File: src/rtl/ens_vote_accum.sv
// ens_vote_accum -- ensemble vote accumulator.
//
// Sums NUM_MEMBERS score vectors class by class. It then scans the sums,
// one class per cycle, to find the arg-max. On a tie the lowest class
// index wins. The decision is held until the consumer takes it.
//
// Ports
//   clk        rising-edge clock
//   rst        synchronous active-high reset
//   in_valid   a member score vector is on in_data
//   in_ready   a member vector is accepted this cycle (ACCUM state only)
//   in_data    NUM_CLASSES x SCORE_W scores, class k at [k*SCORE_W +: SCORE_W]
//   out_valid  a decision is presented (HOLD state)
//   out_ready  the consumer takes the decision
//   out_class  winning class index (0 while out_valid=0)
//   out_score  winning accumulated score (0 while out_valid=0)
//   out_scores all accumulators, packed like in_data (0 while out_valid=0);
//              this port exists only when ENS_ACC_SCORES_EN is defined
//
// Optional feature macro: ENS_ACC_SCORES_EN
module ens_vote_accum #(
  parameter int NUM_CLASSES = 5,
  parameter int SCORE_W     = 2,
  parameter int NUM_MEMBERS = 4,
  localparam int ACC_W      = SCORE_W + $clog2(NUM_MEMBERS),
  localparam int CLS_W      = $clog2(NUM_CLASSES)
) (
  input  logic                         clk,
  input  logic                         rst,
  input  logic                         in_valid,
  output logic                         in_ready,
  input  logic [NUM_CLASSES*SCORE_W-1:0] in_data,
  output logic                         out_valid,
  input  logic                         out_ready,
  output logic [CLS_W-1:0]             out_class,
  output logic [ACC_W-1:0]             out_score
`ifdef ENS_ACC_SCORES_EN
  ,
  output logic [NUM_CLASSES*ACC_W-1:0] out_scores
`endif
);

  localparam logic [1:0] ST_ACCUM = 2'd0;
  localparam logic [1:0] ST_SCAN  = 2'd1;
  localparam logic [1:0] ST_HOLD  = 2'd2;

  // The member counter only needs to reach NUM_MEMBERS-1. The final beat
  // clears it instead of storing NUM_MEMBERS.
  localparam int              CNT_W       = $clog2(NUM_MEMBERS);
  localparam logic [CNT_W-1:0] LAST_MEMBER = CNT_W'(NUM_MEMBERS - 1);
  localparam logic [CLS_W-1:0] LAST_CLASS  = CLS_W'(NUM_CLASSES - 1);

  logic [1:0]       state;
  logic [CNT_W-1:0] member_cnt;
  logic [CLS_W-1:0] scan_idx;
  logic [CLS_W-1:0] best_class;
  logic [ACC_W-1:0] best_score;
  logic [ACC_W-1:0] acc [NUM_CLASSES];

  logic accept;
  logic consume;

  assign in_ready  = (state == ST_ACCUM);
  assign out_valid = (state == ST_HOLD);
  assign accept    = in_valid && in_ready;
  assign consume   = out_valid && out_ready;

  // NOTE: all state below uses non-blocking assignments. Every register then
  //       samples pre-edge values, whatever order the statements run in.
  always_ff @(posedge clk) begin
    if (rst) begin
      state      <= ST_ACCUM;
      member_cnt <= '0;
      scan_idx   <= '0;
      best_class <= '0;
      best_score <= '0;
      // NOTE: the accumulators are reset explicitly. A reset in mid-decision
      //       must discard partial sums, so this array cannot be left uninitialised.
      for (int k = 0; k < NUM_CLASSES; k++) acc[k] <= '0;
    end else begin
      case (state)
        ST_ACCUM: begin
          if (accept) begin
            // The unsigned cast zero-extends each slice. ACC_W holds the
            // worst-case sum, so no carry can be lost.
            for (int k = 0; k < NUM_CLASSES; k++)
              acc[k] <= acc[k] + ACC_W'(in_data[k*SCORE_W +: SCORE_W]);
            if (member_cnt == LAST_MEMBER) begin
              member_cnt <= '0;
              scan_idx   <= '0;
              state      <= ST_SCAN;
            end else begin
              member_cnt <= member_cnt + CNT_W'(1);
            end
          end
        end

        ST_SCAN: begin
          // Class 0 seeds the best value unconditionally. A later class
          // replaces it only if strictly greater, so ties keep the lower index.
          if (scan_idx == '0 || acc[scan_idx] > best_score) begin
            best_score <= acc[scan_idx];
            best_class <= scan_idx;
          end
          if (scan_idx == LAST_CLASS) state    <= ST_HOLD;
          else                        scan_idx <= scan_idx + CLS_W'(1);
        end

        ST_HOLD: begin
          if (consume) begin
            for (int k = 0; k < NUM_CLASSES; k++) acc[k] <= '0;
            best_class <= '0;
            best_score <= '0;
            state      <= ST_ACCUM;
          end
        end

        default: state <= ST_ACCUM;
      endcase
    end
  end

  // The result fields read as zero whenever no decision is presented.
  // NOTE: every output gets a default first. Otherwise the out_valid=0
  //       path would infer latches.
  always_comb begin
    out_class = '0;
    out_score = '0;
    if (out_valid) begin
      out_class = best_class;
      out_score = best_score;
    end
  end

`ifdef ENS_ACC_SCORES_EN
  always_comb begin
    out_scores = '0;
    if (out_valid) begin
      for (int k = 0; k < NUM_CLASSES; k++)
        out_scores[k*ACC_W +: ACC_W] = acc[k];
    end
  end
`endif

endmodule

File: config.mk
export PLATFORM = sky130hd
export DESIGN_NAME = ens_vote_accum
export DESIGN_NICKNAME = d
export VERILOG_FILES = /design/src/rtl/ens_vote_accum.sv
export SDC_FILE = /design/constraint.sdc
export NUM_CORES = 1
export LEC_CHECK = 0
export BUFFER_PORTS_ARGS = -buffer_cell sky130_fd_sc_hd__buf_2
export CAP_MARGIN = 5
export CORE_MARGIN = 8
export CORE_UTILIZATION = 50
export CTS_CLUSTER_DIAMETER = 200
export DETAILED_ROUTE_END_ITERATION = 12
export GPL_ROUTABILITY_DRIVEN = 0
export PLACE_DENSITY = 0.68
export SLEW_MARGIN = 20
export SYNTH_ARGS = -nofsm -noshare
export SYNTH_HDL_FRONTEND = slang
export SYNTH_SLANG_ARGS = --single-unit
File: constraint.sdc
create_clock -name clk -period 3 [get_ports clk]
set_input_delay 0.45 -clock clk [delete_from_list [all_inputs] [get_ports clk]]
set_output_delay 0.45 -clock clk [all_outputs]
set_load 0.02 [all_outputs]
==> flow_summary.toml <==
[status]
status = "finished clean"

[timing]
period_needed_ns = 2.659
timing.hold.ws_ns = 0.4298
rsz0062_at_grt = "false"
tns_ns = 0
tightest_slew_ns = 0.7212
post-route-period-util_pct = 88.62
worst_slew_margin_rel_pct = 51.92
report.final.hold_viol_count = 0
setup_viol = 0
finClkSkew_ns = 0.008891
finalMaxSlewViolations = 0
fmax_mhz = 376.1

[route]
via_count = 1499
drt_first_pass_iters = 4
ant_nets = 0
wire_per_inst_um = 16.26
drt_iter0_drc = 155
vias_per_cell = 5.552
routed_wl_um = 4391
drc = 0

[finish]
nets = 256
diodes = 0
syn_to_final_growth_pct = 11.05
fillers = 363
fin_cells = 270
post_route_cells_drive_above_1_share_pct = 19.55

[global_route]
grt_max_degree = 21
grt_pass1_wl_um = 7493
antenna_found_initial = 0
grt.total_usage_pct = 14.47
grt_overflow = 0
grt_pass1_vias = 1604

[synthesis]
syn_nets = 232
syn_area_per_cell_sq_um = 10.87
syn_area_sq_um = 2130
yosys_warnings = 0
synth_seq_cells = 37
yosysTopAreaCell = "edfxtp_1"
syn_inst = 196
ys_seq_area_share_pct = 44.18
synth_top_area_share_pct = 28.20
synth_area_leaders = "edfxtp_1 28%, dfxtp_1 16%, ha_1 10%"
ys_types = 35

[cts]
clock_latency_ns = 0.29
postCtsSetupRepairBufs = 0
cts_sinks = 37
cts_tree = "built"
clk_pin_slew_ns = 0.08
cts-root-buf = "clkbuf_8"
cts_buffers = 5
htree_levels = 2
cts_hold_buf = 0
clock_path_buffers = 2
cts-resized-gates = 0

[worst_setup_path]
required_ns = 3.23
rr_worst_depth = 7
cp_max_fo = 4
arrival_ns = 2.89
critical_path_class = "register to register"
r2r_slack_ns = 0.34
reg2reg_to = "best_score[1]"
crit_path_end_kind = "register"
start_kind = "register"

[place]
place.port_buffers = 22
place_inst = 263
hpwl_um = 3380

[flow_run]
maxCapViolCount = 0

[worst_hold_path]
timing.hold.worst_path_depth = 2
hold_class = "primary input to register"
holdCritStartpoint = "in_valid"
min_to = "scan_idx[2]"

[die]
chipHeight_um = 81.26
chipWidth_um = 81.26
core-area_sq_um = 4058
start_util_pct = 52.48
die_area_sq_um = 6603
row_count = 23
ioPinCount = 23

[power]
ir_drop_uv = 356.4
power.leakage_nw = 0.9691
powerDensity_nw_per_um2 = 469.2
## cells by family after synthesis
group	Yosys count	synth area share, %
AO/OA/AOI/OAI	25	7.873
XOR/XNOR	11	4.524
adder cells (fa/ha/maj)	22	14.69
buffers and inverters	29	6.110
flip-flops	37	44.18
multiplexers	12	7.638
AND/OR/NAND/NOR	60	14.98
## Yosys cell counts
cell	instances
inv_1	23
edfxtp_1	20
dfxtp_1	17
ha_1	17
nor2_1	14
a21oi_1	10
and2_1	9
nor2b_1	9
nand2_1	8
nor2_2	6
xor2_1	6
fa_1	5
mux2i_1	5
xnor2_1	5
a32o_1	4
mux2_2	4
nor3_1	4
mux4_2	3
nand2b_1	3
nand4_1	3
o21ai_0	3
a211oi_1	2
buf_2	2
buf_6	2
o211ai_1	2
a21boi_0	1
a21o_1	1
a311oi_1	1
a32oi_1	1
and3b_1	1
buf_4	1
clkbuf_1	1
nand3_1	1
or2_1	1
or3b_1	1
## report_power, final
part | total [mW] | internal, mW | switching, mW | leakage [nW]
logic | 0.136 | 0.0622 | 0.0736 | 0.559
clock network | 0.387 | 0.208 | 0.178 | 0.0522
registers | 0.587 | 0.564 | 0.0227 | 0.358
## critical path, cell delays in order (launching register included)
cell      delay, ns
dfxtp_1        0.45
mux4_2         0.54
mux2_2         0.30
ha_1           0.30
nor2b_1        0.13
o211ai_1       0.12
a211oi_1       0.54
a32o_1         0.22
## per-stage QoR
step | utilization, % | worst slack [ns] | power [mW] | area, sq um
6_report | 58.28 | 0.3414 | 1.110 | 2365
3_3_place_gp | 55.84 | 0.6054 | 0.7230 | 2266
5_1_grt | 58.28 | 0.2065 | 1.156 | 2365
4_1_cts | 58.28 | 0.3691 | 1.116 | 2365
2_1_floorplan | - | 0.6445 | 0.6919 | 2130
3_5_place_dp | 55.84 | 0.3775 | 0.7347 | 2266
## flip-flops by register name (all words and copies together), names as in the netlist, named ones only
| register | count |
|---|---|
| best_class | 3 |
| state | 2 |
| best_score | 4 |
| acc | 20 |
| scan_idx | 3 |
| member_cnt | 2 |
## area by class of cell
type	count	area [sq um]	share of cell area (%)
clock buffer	6	93.84	3.968
clock inverter	1	5.005	0.2116
inverter	23	86.33	3.651
multi-input combinational	130	1059	44.76
sequential	37	940.9	39.79
tap	50	62.56	2.646
timing repair buffer	23	117.6	4.974
## placed cells by master, fill, tap and decap left out, types with 2 or more instances in the layout
master    count
dfxtp_1      17
mux2i_1       5
fa_1          5
nand2b_1      3
clkbuf_8      5
nor3_1        4
ha_1         17
a32o_1        4
xnor2_1       5
mux4_2        3
inv_1        23
xor2_1        6
o21ai_0       3
mux2_2        4
o211ai_1      2
a21oi_1      10
nand4_1       3
buf_2        22
a211oi_1      2
and2_1        9
nor2_1       14
nor2b_1       9
nor2_2        6
edfxtp_1     20
nand2_1       8
## worst max-delay path by stage
stage                     cells after the start             to  startpoint  slack (ns)
after floorplan                               8  best_score[0]    register        0.64
after global placement                        6  best_class[0]    register        0.61
after detailed placement                      7  best_score[1]    register        0.38
after CTS                                     7  best_score[1]    register        0.37
after global routing                          6  best_class[0]    register        0.21
final                                         7  best_score[1]    register        0.34
## per-layer routing
layer / global-route usage, % / part of all wire (%) / vias to the layer above
li1: - / - / 719
met1: 18.17 / 46 / 739
met2: 23.71 / 49 / 37
met3: 4.084 / 4.8 / 4
met4: 3.929 / 0.50 / 0
met5: 0 / 0 / -
(Power assumes the default switching activity.)
